`src/rtl/ct_spsram_256x84_ctrl_pkg.sv`:
```
// ct_spsram_256x84_ctrl_pkg: shared geometry and state encoding for the SP-SRAM controller
package ct_spsram_256x84_ctrl_pkg;
  localparam int ADDR_WIDTH = 8;
  localparam int DATA_WIDTH = 84;
  localparam int HALF_WIDTH = 42;
  localparam int DEPTH = 256;
  typedef enum logic {INIT = 1'b0, RUN = 1'b1} state_t;
endpackage

```
`src/rtl/ct_spsram_256x84_rsp_fifo.sv`:
```
// ct_spsram_256x84_rsp_fifo: 2-entry in-order read response buffer with occupancy count
module ct_spsram_256x84_rsp_fifo
  import ct_spsram_256x84_ctrl_pkg::*;
(
  input  logic                  forever_cpuclk,
  input  logic                  cpurst_b,
  input  logic                  push,
  input  logic                  pop,
  input  logic [DATA_WIDTH-1:0] din,
  output logic [DATA_WIDTH-1:0] dout,
  output logic                  vld,
  output logic [1:0]            cnt
);
  logic [DATA_WIDTH-1:0] mem [2];
  logic wp, rp;
  always_ff @(posedge forever_cpuclk)
    if (!cpurst_b) begin
      wp <= 1'b0;
      rp <= 1'b0;
      cnt <= 2'd0;
    end else begin
      if (push) wp <= ~wp;
      if (pop) rp <= ~rp;
      cnt <= cnt + 2'(push) - 2'(pop);
    end
  always_ff @(posedge forever_cpuclk)
    if (push) mem[wp] <= din;
  assign dout = mem[rp];
  assign vld = cnt != 2'd0;
endmodule

```
`src/rtl/ct_spsram_256x84_ctrl.sv`:
```
// ct_spsram_256x84_ctrl: clears the 256x84 SP-SRAM after reset, then serves valid/ready read/write requests
module ct_spsram_256x84_ctrl
  import ct_spsram_256x84_ctrl_pkg::*;
#(
  parameter logic [DATA_WIDTH-1:0] INIT_VAL = '0
) (
  input  logic                  forever_cpuclk,
  input  logic                  cpurst_b,
  input  logic                  req_vld,
  output logic                  req_rdy,
  input  logic                  req_wr,
  input  logic [ADDR_WIDTH-1:0] req_addr,
  input  logic [DATA_WIDTH-1:0] req_wdata,
  input  logic [1:0]            req_wmask,
  output logic                  rd_vld,
  input  logic                  rd_rdy,
  output logic [DATA_WIDTH-1:0] rd_data,
  output logic                  init_done,
  output logic                  sram_cen,
  output logic                  sram_gwen,
  output logic [DATA_WIDTH-1:0] sram_wen,
  output logic [ADDR_WIDTH-1:0] sram_a,
  output logic [DATA_WIDTH-1:0] sram_d,
  input  logic [DATA_WIDTH-1:0] sram_q
);
  state_t state;
  logic [ADDR_WIDTH-1:0] sweep;
  logic inflight, xfer, wr, pop;
  logic [1:0] cnt;
  logic [2:0] credit;
  assign init_done = state == RUN;
  assign pop = rd_vld && rd_rdy;
  // an in-flight read already owns a buffer slot, so it counts against the credit
  assign credit = 3'(cnt) + 3'(inflight) - 3'(pop);
  assign req_rdy = init_done && credit < 3'd2;
  assign xfer = req_vld && req_rdy;
  assign wr = xfer && req_wr;
  always_comb begin
    sram_cen = init_done ? ~xfer : 1'b0;
    sram_gwen = init_done ? ~wr : 1'b0;
    sram_wen = !init_done ? '0 : wr ? {{HALF_WIDTH{~req_wmask[1]}}, {HALF_WIDTH{~req_wmask[0]}}} : '1;
    sram_a = init_done ? req_addr : sweep;
    sram_d = init_done ? req_wdata : INIT_VAL;
  end
  always_ff @(posedge forever_cpuclk)
    if (!cpurst_b) begin
      state <= INIT;
      sweep <= '0;
      inflight <= 1'b0;
    end else begin
      if (state == INIT) begin
        sweep <= sweep + 1'b1;
        if (sweep == {ADDR_WIDTH{1'b1}}) state <= RUN;
      end
      inflight <= xfer && !req_wr;
    end
  ct_spsram_256x84_rsp_fifo u_fifo (
    .forever_cpuclk(forever_cpuclk),
    .cpurst_b(cpurst_b),
    .push(inflight),
    .pop(pop),
    .din(sram_q),
    .dout(rd_data),
    .vld(rd_vld),
    .cnt(cnt)
  );
endmodule

```
`config.mk`:
```
export PLATFORM = sky130hd
export DESIGN_NAME = ct_spsram_256x84_ctrl
export DESIGN_NICKNAME = d
export VERILOG_FILES = /design/src/rtl/ct_spsram_256x84_ctrl_pkg.sv /design/src/rtl/ct_spsram_256x84_rsp_fifo.sv /design/src/rtl/ct_spsram_256x84_ctrl.sv
export SDC_FILE = /design/constraint.sdc
export NUM_CORES = 1
export LEC_CHECK = 0
export ABC_AREA = 1
export CAP_MARGIN = 10
export CORE_AREA = 2 2 175 177
export CTS_BUF_LIST = sky130_fd_sc_hd__clkbuf_8
export DETAILED_ROUTE_END_ITERATION = 12
export DIE_AREA = 0 0 177 179
export GPL_ROUTABILITY_DRIVEN = 0
export GPL_TIMING_DRIVEN = 1
export SLEW_MARGIN = 30
export SYNTH_ARGS = -nofsm -noshare
export SYNTH_HDL_FRONTEND = slang
export SYNTH_SLANG_ARGS = --single-unit
```
`constraint.sdc`:
```
create_clock -name forever_cpuclk -period 5.6 [get_ports forever_cpuclk]
set_clock_uncertainty 0.05 [all_clocks]
set_input_delay 1.4 -clock forever_cpuclk [delete_from_list [all_inputs] [get_ports forever_cpuclk]]
set_output_delay 1.4 -clock forever_cpuclk [all_outputs]
set_load 0.05 [all_outputs]
```
==> impl_metrics.py, run 1 <==
metrics = {
    "drt": {
        "vias": 5852,
        "wl_um": 28700,
        "drt-initial-drc-count": 272,
        "first_pass_iters": 4,
        "wl_per_cell_um": 20.05,
        "postRouteAntennaNets": 0,
        "drc": 0,
        "vias_per_cell": 4.089,
    },
    "global_route": {
        "grt_pass1_wl_um": 39350,
        "antenna_found_initial": 11,
        "grt_usage": 0.1731,
        "grt_max_degree": 105,
        "grt_pass1_vias": 6006,
        "overflow": 0,
    },
    "min_path": {
        "hp-class": "reg -> reg",
        "hp-start": "sweep[1]$_SDFFE_PN0N_",
        "whs_endpoint": "sweep[1]$_SDFFE_PN0N_",
        "hold_depth": 2,
    },
    "timing": {
        "final-setup-viol-count": 0,
        "worst_pin_slew_ns": 0.7578,
        "slew_viol_final": 0,
        "relSlewSlack": 0.4948,
        "period_share": 0.9688,
        "fmax_mhz": 184.3,
        "final-hold-violation-count": 0,
        "period_minus_slack_ns": 5.425,
        "final.setup.tns_ns": 0,
        "rsz0062_at_grt": "no",
    },
    "floorplanning": {
        "die_w_um": 177,
        "io_pins": 448,
        "rows": 64,
        "dieArea_um2": 31680,
        "coreArea_um2": 30030,
        "die_h_um": 179,
        "start_util": 0.2801,
    },
    "cells_and_area": {
        "mostFrequentLayoutCell": "clkdlybuf4s50_1",
        "syn2layout_area_growth_pct": 68.01,
        "most-common-layout-cells": "clkdlybuf4s50_1, edfxtp_1, nand2_1",
        "nets": 1206,
        "final_area_um2": 14130,
        "drive_gt1_frac": 0.2171,
        "final_util": 0.4706,
    },
    "power_and_ir_drop": {
        "total_power_mw": 3.117,
        "powerDensity_nw_per_um2": 220.5,
        "leakagePower_nw": 5.658,
        "ir_drop_mv": 0.1844,
    },
    "placement": {
        "dp_hpwl_um": 22630,
        "place_area_um2": 13620,
        "portBuffers": 447,
    },
    "setup_path": {
        "start_kind": "input pin",
        "worst_setup_path_end_kind": "primary output",
        "rrSetupSlack_ns": 3.41,
        "r2r_end": "inflight$_SDFF_PN0_",
        "rr_startpoint": "u_fifo.cnt[1]$_SDFF_PN0_",
        "critPathMaxFanout": 13,
        "cp.arrival_ns": 3.98,
        "max_stage_delay_ns": 0.45,
        "critPathSlowestCell": "fa_1",
        "reg2reg_depth": 10,
        "cp.required_ns": 4.15,
        "path_cells": "clkdlybuf4s50_1, o21a_1, ha_1, inv_1, ha_1, fa_1, inv_1, nand2_1, nor2_1, nand4_1, nand2_2, nand2_2, clkbuf_16, buf_12",
        "path_class": "in -> out",
    },
    "yosys": {
        "yosys_warnings": 0,
        "synthesis.area_um2": 8412,
        "syn_avg_cell_area_um2": 13.04,
        "syn_inst": 645,
        "synth.distinct_cells": 23,
        "ys_seq_area_frac": 0.6354,
        "ys_seq_elements": 183,
        "synth_nets": 832,
    },
    "cts": {
        "clock_latency_ns": 0.44,
        "cts_root_buffer": "clkbuf_8",
        "cts_made_buffers": 17,
        "clock_sinks": 183,
        "clk_pin_slew_ns": 0.11,
        "clk_path_buf_depth": 2,
        "h-tree-depth": 4,
        "cts_hold_buf": 0,
        "cts_tree": "done",
    },
    "run": {
        "cap_violations": 0,
    },
    "run_status": {
        "outcome": "complete, no violations",
    },
}
layer usage:
layer | GRT usage | vias to the layer above | wire (um)
li1 | - | 2786 | -
met1 | 0.1933 | 2768 | 10770
met2 | 0.3040 | 248 | 14540
met3 | 0.07655 | 36 | 2865
met4 | 0.03753 | 14 | 418
met5 | 0 | - | 92
worst max-delay path, delay by kind of cell:
kind	cells	cell delay, ns
adders and majority gates	3	0.90
and+or+nand+nor	5	0.60
AOI/OAI and AO/OA	1	0.12
buffers and inverters	5	0.93
cells by family (layout without fill, tap and decap cells):
family                   Yosys count  count (layout)  share of synthesized area
adder cells (fa/ha/maj)            4               4                   0.006843
AO/OA/AOI/OAI                     15              15                   0.009371
AND/OR/NAND/NOR                  151             151                    0.07050
other                              0               3                          0
flip-flops                       183             183                     0.6354
multiplexers                      84              84                     0.1392
XOR/XNOR                           1               1                   0.001041
buffers and inverters            207             594                     0.1376
stage by stage:
stage | hold WS (ns) | cells | worst slack [ns]
floorplan | 0.4068 | 645 | 0.05593
global placement | 0.4441 | 1393 | -0.001731
detailed placement | 0.4528 | 1393 | -0.009621
CTS | 0.4703 | 1426 | 0.01817
global route | 0.4932 | 1429 | 0.007333
finish | 0.4702 | 1431 | 0.1749
timing repair:
item,in CTS,in global routing
endpoints found under the setup margin,42,67
buffers inserted,0,0
cloned,1,1
gates resized for setup,1,4
registers in the layout, indices dropped and copies added (netlist names), named ones only:
signal      count
u_fifo.mem    168
sweep           8
u_fifo.cnt      2
inflight        1
init_done       1
u_fifo.rp       1
u_fifo.wp       1
cell type report:
class | count | area (um2)
Sequential cell | 183 | 5353
Tap cell | 396 | 495.5
Antenna cell | 3 | 7.507
Timing Repair Buffer | 459 | 5534
Fill cell | 2781 | 15900
Clock inverter | 15 | 196.4
Inverter | 103 | 387.9
Multi-Input combinational cell | 255 | 1924
Clock buffer | 17 | 234.0
worst max path at each step:
stage / start / end / slack, ns / cells after the start
4_1_cts: rd_rdy / sram_wen[21] / 0.02 / 14
3_3_place_gp: rd_rdy / sram_wen[13] / -0.002 / 14
3_5_place_dp: rd_rdy / sram_wen[11] / -0.01 / 14
5_1_grt: rd_rdy / sram_wen[56] / 0.007 / 14
2_1_floorplan: rd_rdy / sram_wen[10] / 0.06 / 12
6_report: rd_rdy / sram_wen[56] / 0.17 / 14
power by group:
group          switching, mW  leakage, nW  internal [mW]
clock network          0.577        0.205          0.351
registers             0.0242         1.63           1.49
logic                  0.344         3.82          0.326
Yosys cell counts:
cell type,n,area [um2]
buf_6,7,78.83
nand4_1,3,18.77
nand3_1,4,20.02
nand2_1,122,457.9
dfxtp_1,15,300.3
clkbuf_1,1,3.750
a21oi_1,7,35.03
o21ai_0,6,30.03
inv_1,103,386.6
xnor2_1,1,8.760
mux2_4,60,900.9
nor2_1,15,56.30
fa_1,1,20.02
ha_1,3,37.54
edfxtp_1,168,5045
nor2_2,2,12.51
a31oi_1,1,6.260
nor3_1,3,15.01
buf_2,13,65.06
o21a_1,1,7.510
or2_0,2,12.51
buf_4,83,623.1
mux2_2,24,270.3
(Power assumes the default switching activity.)
==> run 2, diff against run 1 <==
--- a/config.mk
+++ b/config.mk
@@ -13,6 +13,7 @@
 export DIE_AREA = 0 0 177 179
 export GPL_ROUTABILITY_DRIVEN = 0
 export GPL_TIMING_DRIVEN = 1
+export PLACE_DENSITY = 0.61
 export SLEW_MARGIN = 30
 export SYNTH_ARGS = -nofsm -noshare
 export SYNTH_HDL_FRONTEND = slang
==> run 2 against run 1 <==
Against the previous run: clock-buffer cell count unchanged; critical endpoint is now sram_wen[17]; sequential share of layout area up 0.26 points; non-clock buffer count is 4 lower; register-to-register slack worse by 0.28 ns; critical path type unchanged; die area unchanged; wire length shrank 3.0%; clock power shrank 5.6%; design area is 0.69% lower; power shrank 1.8%; worst setup slack worse by 0.030 ns.
==> impl_metrics.py, run 2 (synthesis results as in run 1) <==
metrics = {
    "run_status": {
        "outcome": "complete, no violations",
    },
    "run": {
        "cap_violations": 0,
    },
    "cells_and_area": {
        "fillers": 2706,
        "largest_register_ffs": 168,
        "drive_gt1_frac": 0.2121,
        "biggestRegsByFlops": "u_fifo.mem (168), sweep (8), u_fifo.cnt (2)",
        "layout.cells.non_filler": 1427,
        "syn2layout_area_growth_pct": 66.85,
        "most-common-layout-cells": "clkdlybuf4s50_1, edfxtp_1, nand2_1",
        "mostFrequentLayoutCell": "clkdlybuf4s50_1",
        "final_util": 0.4674,
        "nets": 1202,
        "largest-register": "u_fifo.mem",
    },
    "setup_path": {
        "start_kind": "input pin",
        "cp.required_ns": 4.15,
        "worst_setup_path_end_kind": "primary output",
        "max_stage_delay_ns": 0.50,
        "path_cells": "clkdlybuf4s50_1, o21a_1, ha_1, inv_1, ha_1, fa_1, inv_1, nand2_1, nor2_1, nand4_1, nand2_1, nand2_2, buf_12, buf_12",
        "cp.arrival_ns": 4.00,
        "critPathSlowestCell": "fa_1",
        "path_class": "in -> out",
        "critPathMaxFanout": 21,
    },
    "drt": {
        "wl_um": 27830,
        "vias_per_cell": 4.078,
        "drt-initial-drc-count": 267,
        "vias": 5819,
        "postRouteAntennaNets": 0,
        "first_pass_iters": 5,
        "wl_per_cell_um": 19.50,
        "drc": 0,
    },
    "timing": {
        "period_share": 0.9741,
        "rsz0062_at_grt": "no",
        "period_minus_slack_ns": 5.455,
        "final.setup.tns_ns": 0,
        "final-setup-viol-count": 0,
        "slew_viol_final": 0,
        "fin_hold_ws_ns": 0.4668,
        "fmax_mhz": 183.3,
        "worst_pin_slew_ns": 0.9267,
        "final-hold-violation-count": 0,
        "relSlewSlack": 0.3807,
    },
    "global_route": {
        "grt_max_degree": 65,
        "grt_pass1_vias": 5769,
        "overflow": 0,
        "grt_usage": 0.1682,
        "antenna_found_initial": 16,
        "grt_pass1_wl_um": 38050,
    },
    "power_and_ir_drop": {
        "total_power_mw": 3.060,
        "pwr-share-comb": 0.218,
        "netSwitchingFraction": 0.2968,
        "pwr-share-clk": 0.286,
        "p_int_mw": 2.152,
        "pwr-share-seq": 0.496,
        "leakagePower_nw": 5.622,
        "power.switching_mw": 0.9083,
        "ir_drop_mv": 0.1411,
        "powerDensity_nw_per_um2": 218.0,
    },
    "floorplanning": {
        "coreArea_um2": 30030,
        "start_util": 0.2801,
        "die_w_um": 177,
        "rows": 64,
        "dieArea_um2": 31680,
        "die_h_um": 179,
        "io_pins": 448,
    },
    "cts": {
        "cts_made_buffers": 17,
        "clk_pin_slew_ns": 0.10,
        "cts_tree": "done",
        "h-tree-depth": 4,
        "cts_hold_buf": 0,
        "cts_root_buffer": "clkbuf_8",
        "clk_path_buf_depth": 2,
        "clock_latency_ns": 0.45,
        "clock_sinks": 183,
    },
    "min_path": {
        "hp-class": "reg -> reg",
    },
    "placement": {
        "portBuffers": 447,
        "dpl.cell_count": 1391,
        "dp_hpwl_um": 22130,
    },
}
-- run 2: changes by cell type in the layout (fill, tap and decap cells not counted), sizes merged --
cell and delta:
buf -3, clkbuf -1, clkinv +1, clkinvlp -2, inv +1
-- run 2: timing repair --
action	4_1_cts	5_1_grt
gates resized for setup	1	2
gates cloned	1	0
setup endpoints to repair	40	73
buffers inserted	0	0
-- run 2: metrics by stage --
| step | setup WS [ns] | cell area [um2] |
|---|---|---|
| after floorplan | 0.05593 | 8412 |
| after global placement | 0.02065 | 13600 |
| after detailed placement | -0.009355 | 13600 |
| after CTS | 0.03083 | 14020 |
| after global routing | 0.01322 | 14030 |
| final | 0.1452 | 14030 |
-- run 2: worst paths after layout --
kind / cells past startpoint / start / slack (ns) / endpoint
setup / recovery: 14 / rd_rdy / 0.15 / sram_wen[17]
hold / removal: 2 / sweep[0]$_SDFFE_PN0N_ / 0.47 / sweep[0]$_SDFFE_PN0N_
setup reg to reg: 3 / inflight$_SDFF_PN0_ / 3.13 / u_fifo.mem[0][28]$_DFFE_PP_
hold reg to reg: 2 / sweep[0]$_SDFFE_PN0N_ / 0.47 / sweep[0]$_SDFFE_PN0N_
-- run 2: critical path, delay by kind of cell --
kind,cells,cell delay [ns]
fa+ha+maj,3,0.96
compound gates,1,0.13
simple gates,5,0.52
buf+inv,5,0.96
-- run 2: layout make-up --
| class | count | area (um2) | share of cell area |
|---|---|---|---|
| Antenna cell | 3 | 7.507 | 0.0005349 |
| Clock buffer | 17 | 234.0 | 0.01667 |
| Clock inverter | 15 | 160.2 | 0.01141 |
| Inverter | 103 | 387.9 | 0.02764 |
| Multi-Input combinational cell | 255 | 1922 | 0.1369 |
| Sequential cell | 183 | 5353 | 0.3814 |
| Tap cell | 396 | 495.5 | 0.03530 |
| Timing Repair Buffer | 455 | 5475 | 0.3901 |
-- run 2: routing by layer --
layer  global-route usage  part of all wire  up-vias
li1                     -                 -     2780
met1               0.1795              0.35     2704
met5                    0            0.0063        -
met3              0.09648              0.13       48
met2               0.2837              0.50      261
met4              0.04649             0.019       26
-- run 2: power groups by stage --
| stage | Combinational [mW] | Sequential [mW] | Clock (mW) |
|---|---|---|---|
| after global routing | 0.697 | 1.52 | 0.966 |
| after global placement | 0.670 | 1.55 | 0 |
| final | 0.666 | 1.52 | 0.876 |
| after detailed placement | 0.672 | 1.55 | 0 |
| after floorplan | 0.425 | 1.53 | 0 |
| after CTS | 0.674 | 1.52 | 0.916 |
